==> config.mk <==
export PLATFORM = sky130hd
export DESIGN_NAME = agc_sequencer_flat
export DESIGN_NICKNAME = d
export VERILOG_FILES = /design/src/rtl/agc_sequencer_if.sv /design/src/rtl/agc_sequencer.sv /design/src/flat_wrapper.sv
export SDC_FILE = /design/constraint.sdc
export NUM_CORES = 1
export LEC_CHECK = 0
export ABC_AREA = 0
export ABC_CLOCK_PERIOD_IN_PS = 5100
export BUFFER_PORTS_ARGS = -buffer_cell sky130_fd_sc_hd__buf_2
export CAP_MARGIN = 20
export CORE_MARGIN = 5
export CORE_UTILIZATION = 60
export CTS_CLUSTER_DIAMETER = 50
export DETAILED_ROUTE_END_ITERATION = 8
export PLACE_DENSITY = 0.83
export REMOVE_ABC_BUFFERS = 1
export SLEW_MARGIN = 10
export SYNTH_ARGS = -nofsm -noshare
export SYNTH_HDL_FRONTEND = slang
export SYNTH_SLANG_ARGS = --single-unit
==> constraint.sdc <==
create_clock -name clk -period 5.1 [get_ports clk]
set_input_delay 1.02 -clock clk [delete_from_list [all_inputs] [get_ports clk]]
set_output_delay 1.02 -clock clk [all_outputs]
set_load 0.005 [all_outputs]
==> src/rtl/agc_sequencer_if.sv <==
`default_nettype none
// ---------------------------------------------------------------------------
// agc_sequencer_if : measurement, gain-table and radio write bundle | rev 1.0
// ---------------------------------------------------------------------------
interface agc_sequencer_if;
  logic       sample_valid;
  logic [7:0] rssi_in;
  logic [7:0] pwr_in;
  logic       freeze;
  logic [6:0] gain_in;
  logic       table_en;
  logic [7:0] rssi_avg;
  logic [7:0] pwr_avg;
  logic       gain_wr_req;
  logic [6:0] gain_wr_data;
  logic       gain_wr_ack;
  logic       settling;

  modport master (
    output sample_valid, rssi_in, pwr_in, freeze, gain_in, gain_wr_ack,
    input  table_en, rssi_avg, pwr_avg, gain_wr_req, gain_wr_data, settling
  );

  modport slave (
    input  sample_valid, rssi_in, pwr_in, freeze, gain_in, gain_wr_ack,
    output table_en, rssi_avg, pwr_avg, gain_wr_req, gain_wr_data, settling
  );
endinterface
`default_nettype wire

==> src/rtl/agc_sequencer.sv <==
`default_nettype none
// ---------------------------------------------------------------------------
// agc_sequencer : windowed RSSI/power averaging, gain-table strobe, gain write
//                 handshake and post-write settle blanking       | rev 1.0
// ---------------------------------------------------------------------------
module agc_sequencer #(
  parameter int         AVG_LOG2      = 3,
  parameter int         SETTLE_CYCLES = 64,
  parameter int         SETTLE_W      = 8,
  parameter logic [6:0] INIT_GAIN     = 7'h7F
) (
  input  logic            clk,
  input  logic            reset,
  agc_sequencer_if.slave  bus
);

  localparam int                  SUM_W         = 8 + AVG_LOG2;
  localparam logic [SETTLE_W-1:0] C_SETTLE_LOAD = SETTLE_W'(SETTLE_CYCLES - 1);

  typedef enum logic [2:0] {
    S_ACCUM  = 3'd0,
    S_EVAL   = 3'd1,
    S_CHECK  = 3'd2,
    S_WRITE  = 3'd3,
    S_SETTLE = 3'd4
  } state_t;

  state_t              r_state;
  state_t              w_next;
  logic [SUM_W-1:0]    r_rssi_sum;
  logic [SUM_W-1:0]    r_pwr_sum;
  logic [AVG_LOG2-1:0] r_cnt;
  logic [7:0]          r_rssi_avg;
  logic [7:0]          r_pwr_avg;
  logic                r_req;
  logic [6:0]          r_data;
  logic [6:0]          r_last_gain;
  logic [SETTLE_W-1:0] r_settle_cnt;

  logic [SUM_W-1:0]    w_rssi_sum_nx;
  logic [SUM_W-1:0]    w_pwr_sum_nx;
  logic                w_win_done;
  logic                w_gain_diff;
  logic                w_settle_done;
  logic                w_table_en;
  logic                w_settling;

  assign w_rssi_sum_nx = r_rssi_sum + SUM_W'(bus.rssi_in);
  assign w_pwr_sum_nx  = r_pwr_sum  + SUM_W'(bus.pwr_in);
  // The window closes on the sample that brings the count to 2^AVG_LOG2.
  assign w_win_done    = (r_state == S_ACCUM) && bus.sample_valid && (&r_cnt);
  assign w_gain_diff   = (bus.gain_in != r_last_gain);
  assign w_settle_done = (r_settle_cnt == '0);

  always_ff @(posedge clk) begin
    if (reset) begin
      r_state <= S_WRITE;
    end else begin
      r_state <= w_next;
    end
  end

  always_comb begin
    w_next     = r_state;
    w_table_en = 1'b0;
    w_settling = 1'b0;
    case (r_state)
      S_ACCUM: begin
        if (w_win_done && !bus.freeze) begin
          w_next = S_EVAL;
        end
      end
      S_EVAL: begin
        w_table_en = 1'b1;
        w_next     = S_CHECK;
      end
      S_CHECK: begin
        w_next = w_gain_diff ? S_WRITE : S_ACCUM;
      end
      S_WRITE: begin
        if (bus.gain_wr_ack) begin
          w_next = S_SETTLE;
        end
      end
      S_SETTLE: begin
        w_settling = 1'b1;
        if (w_settle_done) begin
          w_next = S_ACCUM;
        end
      end
      default: begin
        w_next = S_ACCUM;
      end
    endcase
  end

  always_ff @(posedge clk) begin
    if (reset) begin
      r_rssi_sum   <= '0;
      r_pwr_sum    <= '0;
      r_cnt        <= '0;
      r_rssi_avg   <= '0;
      r_pwr_avg    <= '0;
      r_req        <= 1'b1;
      r_data       <= INIT_GAIN;
      r_last_gain  <= INIT_GAIN;
      r_settle_cnt <= '0;
    end else begin
      case (r_state)
        S_ACCUM: begin
          if (bus.sample_valid) begin
            if (&r_cnt) begin
              r_rssi_avg <= 8'(w_rssi_sum_nx >> AVG_LOG2);
              r_pwr_avg  <= 8'(w_pwr_sum_nx >> AVG_LOG2);
              r_rssi_sum <= '0;
              r_pwr_sum  <= '0;
              r_cnt      <= '0;
            end else begin
              r_rssi_sum <= w_rssi_sum_nx;
              r_pwr_sum  <= w_pwr_sum_nx;
              r_cnt      <= r_cnt + AVG_LOG2'(1);
            end
          end
        end
        S_CHECK: begin
          if (w_gain_diff) begin
            r_data <= bus.gain_in;
            r_req  <= 1'b1;
          end
        end
        S_WRITE: begin
          if (bus.gain_wr_ack) begin
            r_last_gain  <= r_data;
            r_req        <= 1'b0;
            r_settle_cnt <= C_SETTLE_LOAD;
          end
        end
        S_SETTLE: begin
          if (w_settle_done) begin
            r_rssi_sum <= '0;
            r_pwr_sum  <= '0;
            r_cnt      <= '0;
          end else begin
            r_settle_cnt <= r_settle_cnt - SETTLE_W'(1);
          end
        end
        default: begin
        end
      endcase
    end
  end

  assign bus.table_en     = w_table_en;
  assign bus.settling     = w_settling;
  assign bus.rssi_avg     = r_rssi_avg;
  assign bus.pwr_avg      = r_pwr_avg;
  assign bus.gain_wr_req  = r_req;
  assign bus.gain_wr_data = r_data;

endmodule
`default_nettype wire

==> src/flat_wrapper.sv <==
// flat-port wrapper written by rule: the top's interface ports become plain ports
module agc_sequencer_flat 
#(
  parameter int         AVG_LOG2      = 3,
  parameter int         SETTLE_CYCLES = 64,
  parameter int         SETTLE_W      = 8,
  parameter logic [6:0] INIT_GAIN     = 7'h7F
)
  (clk, reset, bus_sample_valid, bus_rssi_in, bus_pwr_in, bus_freeze, bus_gain_in, bus_gain_wr_ack, bus_table_en, bus_rssi_avg, bus_pwr_avg, bus_gain_wr_req, bus_gain_wr_data, bus_settling);
  agc_sequencer_if bus_i ();
  input  logic clk;
  input  logic reset;
  input wire logic [$bits(bus_i.sample_valid)-1:0] bus_sample_valid;
  input wire logic [$bits(bus_i.rssi_in)-1:0] bus_rssi_in;
  input wire logic [$bits(bus_i.pwr_in)-1:0] bus_pwr_in;
  input wire logic [$bits(bus_i.freeze)-1:0] bus_freeze;
  input wire logic [$bits(bus_i.gain_in)-1:0] bus_gain_in;
  input wire logic [$bits(bus_i.gain_wr_ack)-1:0] bus_gain_wr_ack;
  output wire logic [$bits(bus_i.table_en)-1:0] bus_table_en;
  output wire logic [$bits(bus_i.rssi_avg)-1:0] bus_rssi_avg;
  output wire logic [$bits(bus_i.pwr_avg)-1:0] bus_pwr_avg;
  output wire logic [$bits(bus_i.gain_wr_req)-1:0] bus_gain_wr_req;
  output wire logic [$bits(bus_i.gain_wr_data)-1:0] bus_gain_wr_data;
  output wire logic [$bits(bus_i.settling)-1:0] bus_settling;
  assign bus_i.sample_valid = bus_sample_valid;
  assign bus_i.rssi_in = bus_rssi_in;
  assign bus_i.pwr_in = bus_pwr_in;
  assign bus_i.freeze = bus_freeze;
  assign bus_i.gain_in = bus_gain_in;
  assign bus_i.gain_wr_ack = bus_gain_wr_ack;
  assign bus_table_en = bus_i.table_en;
  assign bus_rssi_avg = bus_i.rssi_avg;
  assign bus_pwr_avg = bus_i.pwr_avg;
  assign bus_gain_wr_req = bus_i.gain_wr_req;
  assign bus_gain_wr_data = bus_i.gain_wr_data;
  assign bus_settling = bus_i.settling;
  agc_sequencer #(.AVG_LOG2(AVG_LOG2), .SETTLE_CYCLES(SETTLE_CYCLES), .SETTLE_W(SETTLE_W), .INIT_GAIN(INIT_GAIN)) u_core (.clk(clk), .reset(reset), .bus(bus_i));
endmodule
==> qor.txt, run 1 <==
Post-synth top flop -> dfxtp_1
Worst slew margin -> 38.74%
Simple logic cell fraction of the synthesized area -> 25.42%
Unique cell type count in the Yosys netlist -> 52
Most common cell after layout, fill and taps aside -> dfxtp_1
Via count -> 3,150
Port buffer count -> 53
Leading post-synthesis cells by cell area -> dfxtp_1, ha_1, nand2_1
Final Cycle Share -> 54.87%
1st-iter DRT viols -> 145
RSZ-0062 raised after global routing -> no
Total negative setup slack -> 0 ns
Syn Inst Count -> 421
Top-area cell type share of the netlist area -> 37.59%
Final core utilization -> 69.57%
# rows -> 28
Leak Pwr -> 1.718 nW
Post-synth EDFFs -> 0
Cell Count, Final, Fillers Out -> 545
Worst slack, placed -> 1.933 ns
NumNets Final -> 515
GRT Max-Usage Layer -> met2
Critical Path RT -> 5.34 ns
Grt total ovfl -> 0
First-pass iteration count of the detailed router -> 4
Worst vdd ir -> 0.0002630 V
Hold buffers post-CTS -> 0
CP Launch Type -> input pin
Fraction of layout cells with a size suffix above 1 -> 18.51%
Synth Area in Compound Gates -> 17.78%
Worst slew pin tran -> 0.9170 ns
DR WL/cell -> 14.45 um
Mapped Area -> 3568 sq um
Tot GR Track Use -> 21.85%
Global placement routability congestion -> 0.8757
Commonest non-fill, non-tap cells in the layout -> dfxtp_1, buf_2, nand2_1
Dpl cells -> 529
Clock sinks -> 67
Number of max-cap violations -> 0
Worst Hold Slack -> 0.4523 ns
Endpoints failing hold -> 0
Initial antenna violation count -> 0
Skew final -> 0.007362 ns
Adder-cell share of the synthesized area -> 8.135%
Setup WS post-layout -> 2.302 ns
Post-CTS Setup Inserts -> 0
Post-Syn Area per Cell -> 8.476 sq um
Die width -> 87.12 um
DRC violations left -> 0
Via/cell ratio -> 5.780
Max Slew Vio Count -> 0
Resized Gates After CTS -> 0
Leading area contributor after synthesis -> dfxtp_1
Largest net degree at the start of global routing -> 68
Ys async rst share -> 0%
CTS tree -> yes
Status -> finished clean
Synth warn -> 0
Setup Crit Path Kind -> input pin to register
Die outline area -> 7590 sq um
M2 GR Usage -> 37.41%
Die H -> 87.12 um
Met1 usage -> 26.96%
Slowest CP cell -> fa_1
Clock root cell -> clkbuf_8
CTS Buf Count -> 9
Insertion delay to the later sink of the worst-skew pair -> 0.34 ns
Power per cell area -> 338.0 nW/um^2
# IOs -> 54
Core footprint -> 5851 sq um
Initial Util -> 60.99%
Clock Path Buffers -> 2
Crit-path cells -> buf_2 -> ha_1 -> inv_1 -> fa_1 -> nand2b_1 -> a211oi_1 -> o21ai_0 -> and4_1 -> a311o_1
Seq/Total Area, Yosys -> 37.59%
Syn-to-layout area delta -> 14.06%
Post-Synth XOR/XNOR Area -> 5.400%
First-pass GRT wire length -> 13,430 um
ANT cells -> 0
H-tree levels -> 3
Worst-path clk slew -> 0.08 ns
Synth Register Bits -> 67
Vias in the first global route -> 3,052
Main combinational cell family by area after synthesis -> simple AND/OR/NAND/NOR gates
Fmax -> 357.4 MHz
Final setup viols -> 0
Min cycle time layout -> 2.798 ns
ANT nets after route -> 0
Final HPWL DP -> 5349 um
Worst EP arrival -> 3.03 ns
Met3 Usage GRT -> 4.447%
Max incr delay on CP -> 0.39 ns
CP Capture Type -> register
Worst hold path class -> register to register
Post-synthesis mux area share -> 1.753%
Critical Path Fanout Max -> 3
Routed WL -> 7874 um
## flip-flops by register name, summed over array words and instances (netlist names)
| register | flops |
|---|---|
| u_core.r_pwr_sum | 11 |
| u_core.r_rssi_sum | 11 |
| u_core.bus.pwr_avg | 8 |
| u_core.bus.rssi_avg | 8 |
| u_core.r_settle_cnt | 8 |
| u_core.bus.gain_wr_data | 7 |
| u_core.r_last_gain | 7 |
| u_core.r_cnt | 3 |
| u_core.r_state | 3 |
| u_core.bus.gain_wr_req | 1 |
## worst max-delay path: cells and delay by family
kind / cells / cell delay, ns
simple gates: 2 / 0.43
buf+inv: 2 / 0.14
fa+ha+maj: 2 / 0.54
compound gates: 3 / 0.90
## metrics by stage
| stage | cell area (sq um) | power (mW) |
|---|---|---|
| 2_1_floorplan | 3466 | 0.7992 |
| 5_1_grt | 4070 | 1.449 |
| 3_3_place_gp | 3847 | 0.8743 |
| 6_report | 4070 | 1.376 |
| 4_1_cts | 4070 | 1.381 |
| 3_5_place_dp | 3847 | 0.8847 |
## logic make-up after synthesis
| kind of cell | Yosys count |
|---|---|
| buffers and inverters | 33 |
| AND/OR/NAND/NOR | 178 |
| XOR/XNOR | 22 |
| adder cells (fa/ha/maj) | 22 |
| multiplexers | 6 |
| AO/OA/AOI/OAI | 93 |
| flip-flops | 67 |
## power by group
| part | total [mW] | internal, mW | switching [mW] | leakage [nW] |
|---|---|---|---|---|
| Combinational | 0.260 | 0.109 | 0.151 | 1.06 |
| Sequential | 0.617 | 0.568 | 0.0495 | 0.545 |
| Clock | 0.499 | 0.279 | 0.220 | 0.110 |
## worst paths after layout
path              slack [ns]  depth (start not counted)                     to                   from
setup / recovery        2.30                          9  u_core.r_rssi_sum[10]         bus_rssi_in[0]
hold reg to reg         0.45                          2  u_core.bus.pwr_avg[0]  u_core.bus.pwr_avg[0]
hold / removal          0.45                          2  u_core.bus.pwr_avg[0]  u_core.bus.pwr_avg[0]
setup reg to reg        2.70                          8  u_core.r_rssi_sum[10]   u_core.r_rssi_sum[0]
## synthesized netlist by cell type, drive strengths merged (3+ instances only)
| cell | count |
|---|---|
| and3 | 4 |
| o31ai | 7 |
| ha | 20 |
| nor4 | 9 |
| clkbuf | 15 |
| inv | 10 |
| mux2i | 4 |
| xnor2 | 5 |
| a21oi | 37 |
| o21ai | 8 |
| a211oi | 12 |
| buf | 8 |
| and4 | 5 |
| a22oi | 8 |
| xor2 | 17 |
| nand2 | 50 |
| a211o | 4 |
| dfxtp | 67 |
| nor3b | 4 |
| nor3 | 23 |
| a311o | 5 |
| nand3 | 14 |
| nand2b | 3 |
| nor2 | 47 |
| and2 | 4 |
| nor2b | 3 |
## layout make-up
type | count | area (sq um)
clock buffers | 9 | 123.9
clock inverters | 7 | 98.84
fillers | 475 | 1780
inverters | 10 | 37.54
multi-input cells | 321 | 2087
flip-flops and latches | 67 | 1341
well taps | 75 | 93.84
repair buffers | 56 | 287.8
## metal layers
layer | wire length, um | vias up
li1 | - | 1607
met1 | 3518 | 1458
met2 | 3775 | 74
met3 | 465 | 11
met4 | 114 | 0
met5 | 0 | -
Power figures use the tool's default switching activity.
==> run 2: changes to the inputs <==
Settings changed: ABC_CLOCK_PERIOD_IN_PS 5100 to 2710, CORE_UTILIZATION 60 to 57, PLACE_DENSITY 0.83 to 0.8.
Clock period 5.1 ns to 2.71 ns, I/O delays scaled along.
==> run 2 against run 1 <==
Against the previous run: clock skew up 0.0063 ns; total power up 97%; via count up 1.1%; register-to-register slack worse by 2.3 ns; wire length up 2.3%; critical endpoint is now u_core.bus.rssi_avg[5]; largest cell class unchanged; largest power group unchanged.
==> qor.txt, run 2 (synthesis gave the netlist of run 1 again) <==
Insertion delay to the later sink of the worst-skew pair -> 0.35 ns (about the same)
CP Capture Type -> register
Register area -> 1341 sq um (unchanged)
Global placement routability congestion -> 0.8625 (-1.5%)
Core footprint -> 5991 sq um (+2.4%)
Final setup viols -> 0 (unchanged)
Syn-to-layout area delta -> 16.83%
First-pass iteration count of the detailed router -> 4 (unchanged)
Wire length on met2 -> 3866 um (+2.4%)
Critical path origin -> u_core.r_rssi_sum[0]
Clock Path Buffers -> 2 (unchanged)
Final Cycle Share -> 86.56%
Total negative setup slack -> 0 ns (unchanged)
Post-Route M1 WL -> 3569 um (+1.4%)
Worst EP arrival -> 2.60 ns (-0.43 ns)
Routed WL -> 8056 um (+2.3%)
Top Layer Used -> met4
Worst slew margin -> 52.38% (+14 points)
Fillers -> 493 (+3.8%)
Initial antenna violation count -> 0 (unchanged)
Tot GR Track Use -> 21.69% (-0.15 points)
DRC violations left -> 0 (unchanged)
R2R depth -> 8 (unchanged)
H-tree levels -> 3 (unchanged)
Worst slew pin tran -> 0.7065 ns (-0.2105 ns)
Setup Crit Path Kind -> register to register
CTS tree -> yes
Port buffer count -> 53 (unchanged)
ANT nets after route -> 0 (unchanged)
Endpoints failing hold -> 0 (unchanged)
Sequential cell fraction of total power -> 42.8% (-2.1 points)
Die H -> 89.12 um (+2.3%)
Skew final -> 0.01365 ns (+0.006290 ns)
Worst vdd ir -> 0.0004700 V (+79%)
Grt total ovfl -> 0 (unchanged)
# IOs -> 54 (unchanged)
Max Slew Vio Count -> 0 (unchanged)
NumNets Final -> 523 (+1.6%)
# rows -> 28 (unchanged)
ANT cells -> 0 (unchanged)
Fraction of layout cells with a size suffix above 1 -> 19.87% (+1.4 points)
Setup slack, reg-to-reg -> 0.36 ns (-2.34 ns)
Clock sinks -> 67 (unchanged)
Final core utilization -> 69.59% (about the same)
Multi-input gate area -> 2087 sq um (unchanged)
Met3 wire len -> 478 um (+2.8%)
Critical Path Fanout Max -> 3 (unchanged)
Power per cell area -> 649.1 nW/um^2 (+92%)
Worst-path clk slew -> 0.08 ns (about the same)
Worst hold path class -> register to register
Power share of the combinational group -> 18.6% (-0.3 points)
Clock share of power -> 38.6% (+2.4 points)
Largest net degree at the start of global routing -> 68 (unchanged)
RSZ-0062 raised after global routing -> no
Post-route cell area -> 4169 sq um (+2.4%)
Hold Path Cell Cnt -> 2 (unchanged)
Switch Pwr -> 806.5 uW (+92%)
Commonest non-fill, non-tap cells in the layout -> dfxtp_1, buf_2, nand2_1
Int Power -> 1.899 mW (+99%)
Hold buffers post-CTS -> 0 (unchanged)
Sw Share -> 29.80% (-0.77 points)
Capturing point of the worst reg2reg path -> u_core.bus.rssi_avg[5]
CTS Buf Count -> 9 (unchanged)
Fmax -> 426.3 MHz
First-pass GRT wire length -> 13,560 um (+0.98%)
Via count -> 3,186 (+1.1%)
Resized Gates After CTS -> 0 (unchanged)
Worst reg2reg startpoint -> u_core.r_rssi_sum[0]
1st-iter DRT viols -> 124 (-14%)
Number of max-cap violations -> 0 (unchanged)
Vias in the first global route -> 2,991 (-2.0%)
Placed Area -> 3920 sq um (+1.9%)
DR WL/cell -> 14.57 um (+0.83%)
Hold EP -> u_core.bus.rssi_avg[1]
CP Launch Type -> register
Most common cell after layout, fill and taps aside -> dfxtp_1
Clock root cell -> clkbuf_8
Status -> finished clean
Min-delay src -> u_core.bus.rssi_avg[1]
Leak Pwr -> 1.772 nW (+3.2%)
Initial Util -> 59.57% (-1.4 points)
Largest registers -> u_core.r_pwr_sum (11), u_core.r_rssi_sum (11)
Die width -> 89.12 um (+2.3%)
Critical Path RT -> 2.96 ns (-2.38 ns)
Min cycle time layout -> 2.346 ns
Post-CTS Setup Inserts -> 0 (unchanged)
Final HPWL DP -> 5611 um (+4.9%)
Die outline area -> 7942 sq um (+4.6%)
Via/cell ratio -> 5.761 (-0.32%)
==> run 2: cell count changes in the layout (fill, tap and decap cells not counted), sizes merged <==
cell      change
clkinv        +1
bufinv        +1
buf           +8
inv           -1
clkinvlp      -1
==> run 2: layout make-up <==
class | instances | share of cell area, %
Clock buffer | 9 | 2.971
Sequential cell | 67 | 32.17
Inverter | 10 | 0.9004
Tap cell | 75 | 2.251
Timing Repair Buffer | 64 | 8.643
Multi-Input combinational cell | 321 | 50.06
Clock inverter | 7 | 3.001
==> run 2: metal layers <==
layer / vias up / global-route usage, %
met4: 0 / 7.848
met5: - / 0
li1: 1619 / -
met3: 13 / 4.700
met1: 1473 / 26.64
met2: 81 / 37.31
==> run 2: power by group through the flow <==
stage / clock network (mW) / registers [mW] / logic [mW]
floorplan: 0 / 1.16 / 0.340
global placement: 0 / 1.17 / 0.482
detailed placement: 0 / 1.18 / 0.500
CTS: 1.05 / 1.16 / 0.507
global route: 1.09 / 1.17 / 0.576
finish: 1.04 / 1.16 / 0.503
==> run 2: worst max-delay path, stage by stage, from the launching register on <==
cell and delay (ns):
dfxtp_1 0.33, ha_1 0.16, inv_1 0.05, fa_1 0.39, nand2b_1 0.18, a211oi_1 0.37
o21ai_0 0.25, and4_1 0.26, a311o_1 0.26
==> run 2: through the flow <==
stage	total power, mW	instances	hold WS [ns]	setup WS (ns)
after floorplan	1.504	398	0.4295	0.3382
after global placement	1.654	537	0.4398	0.1438
after detailed placement	1.681	537	0.4431	0.09567
after CTS	2.717	553	0.4545	0.3968
after global routing	2.838	553	0.4718	0.1741
final	2.706	553	0.4517	0.3643
==> run 2: worst max-delay path by stage <==
stage	depth (start not counted)	endpoint	slack, ns
6_report	8	u_core.bus.rssi_avg[5]	0.36
5_1_grt	8	u_core.bus.rssi_avg[5]	0.17
4_1_cts	8	u_core.bus.rssi_avg[5]	0.40
3_5_place_dp	9	u_core.bus.rssi_avg[5]	0.1
3_3_place_gp	9	u_core.bus.rssi_avg[5]	0.14
2_1_floorplan	8	u_core.r_pwr_sum[10]	0.34
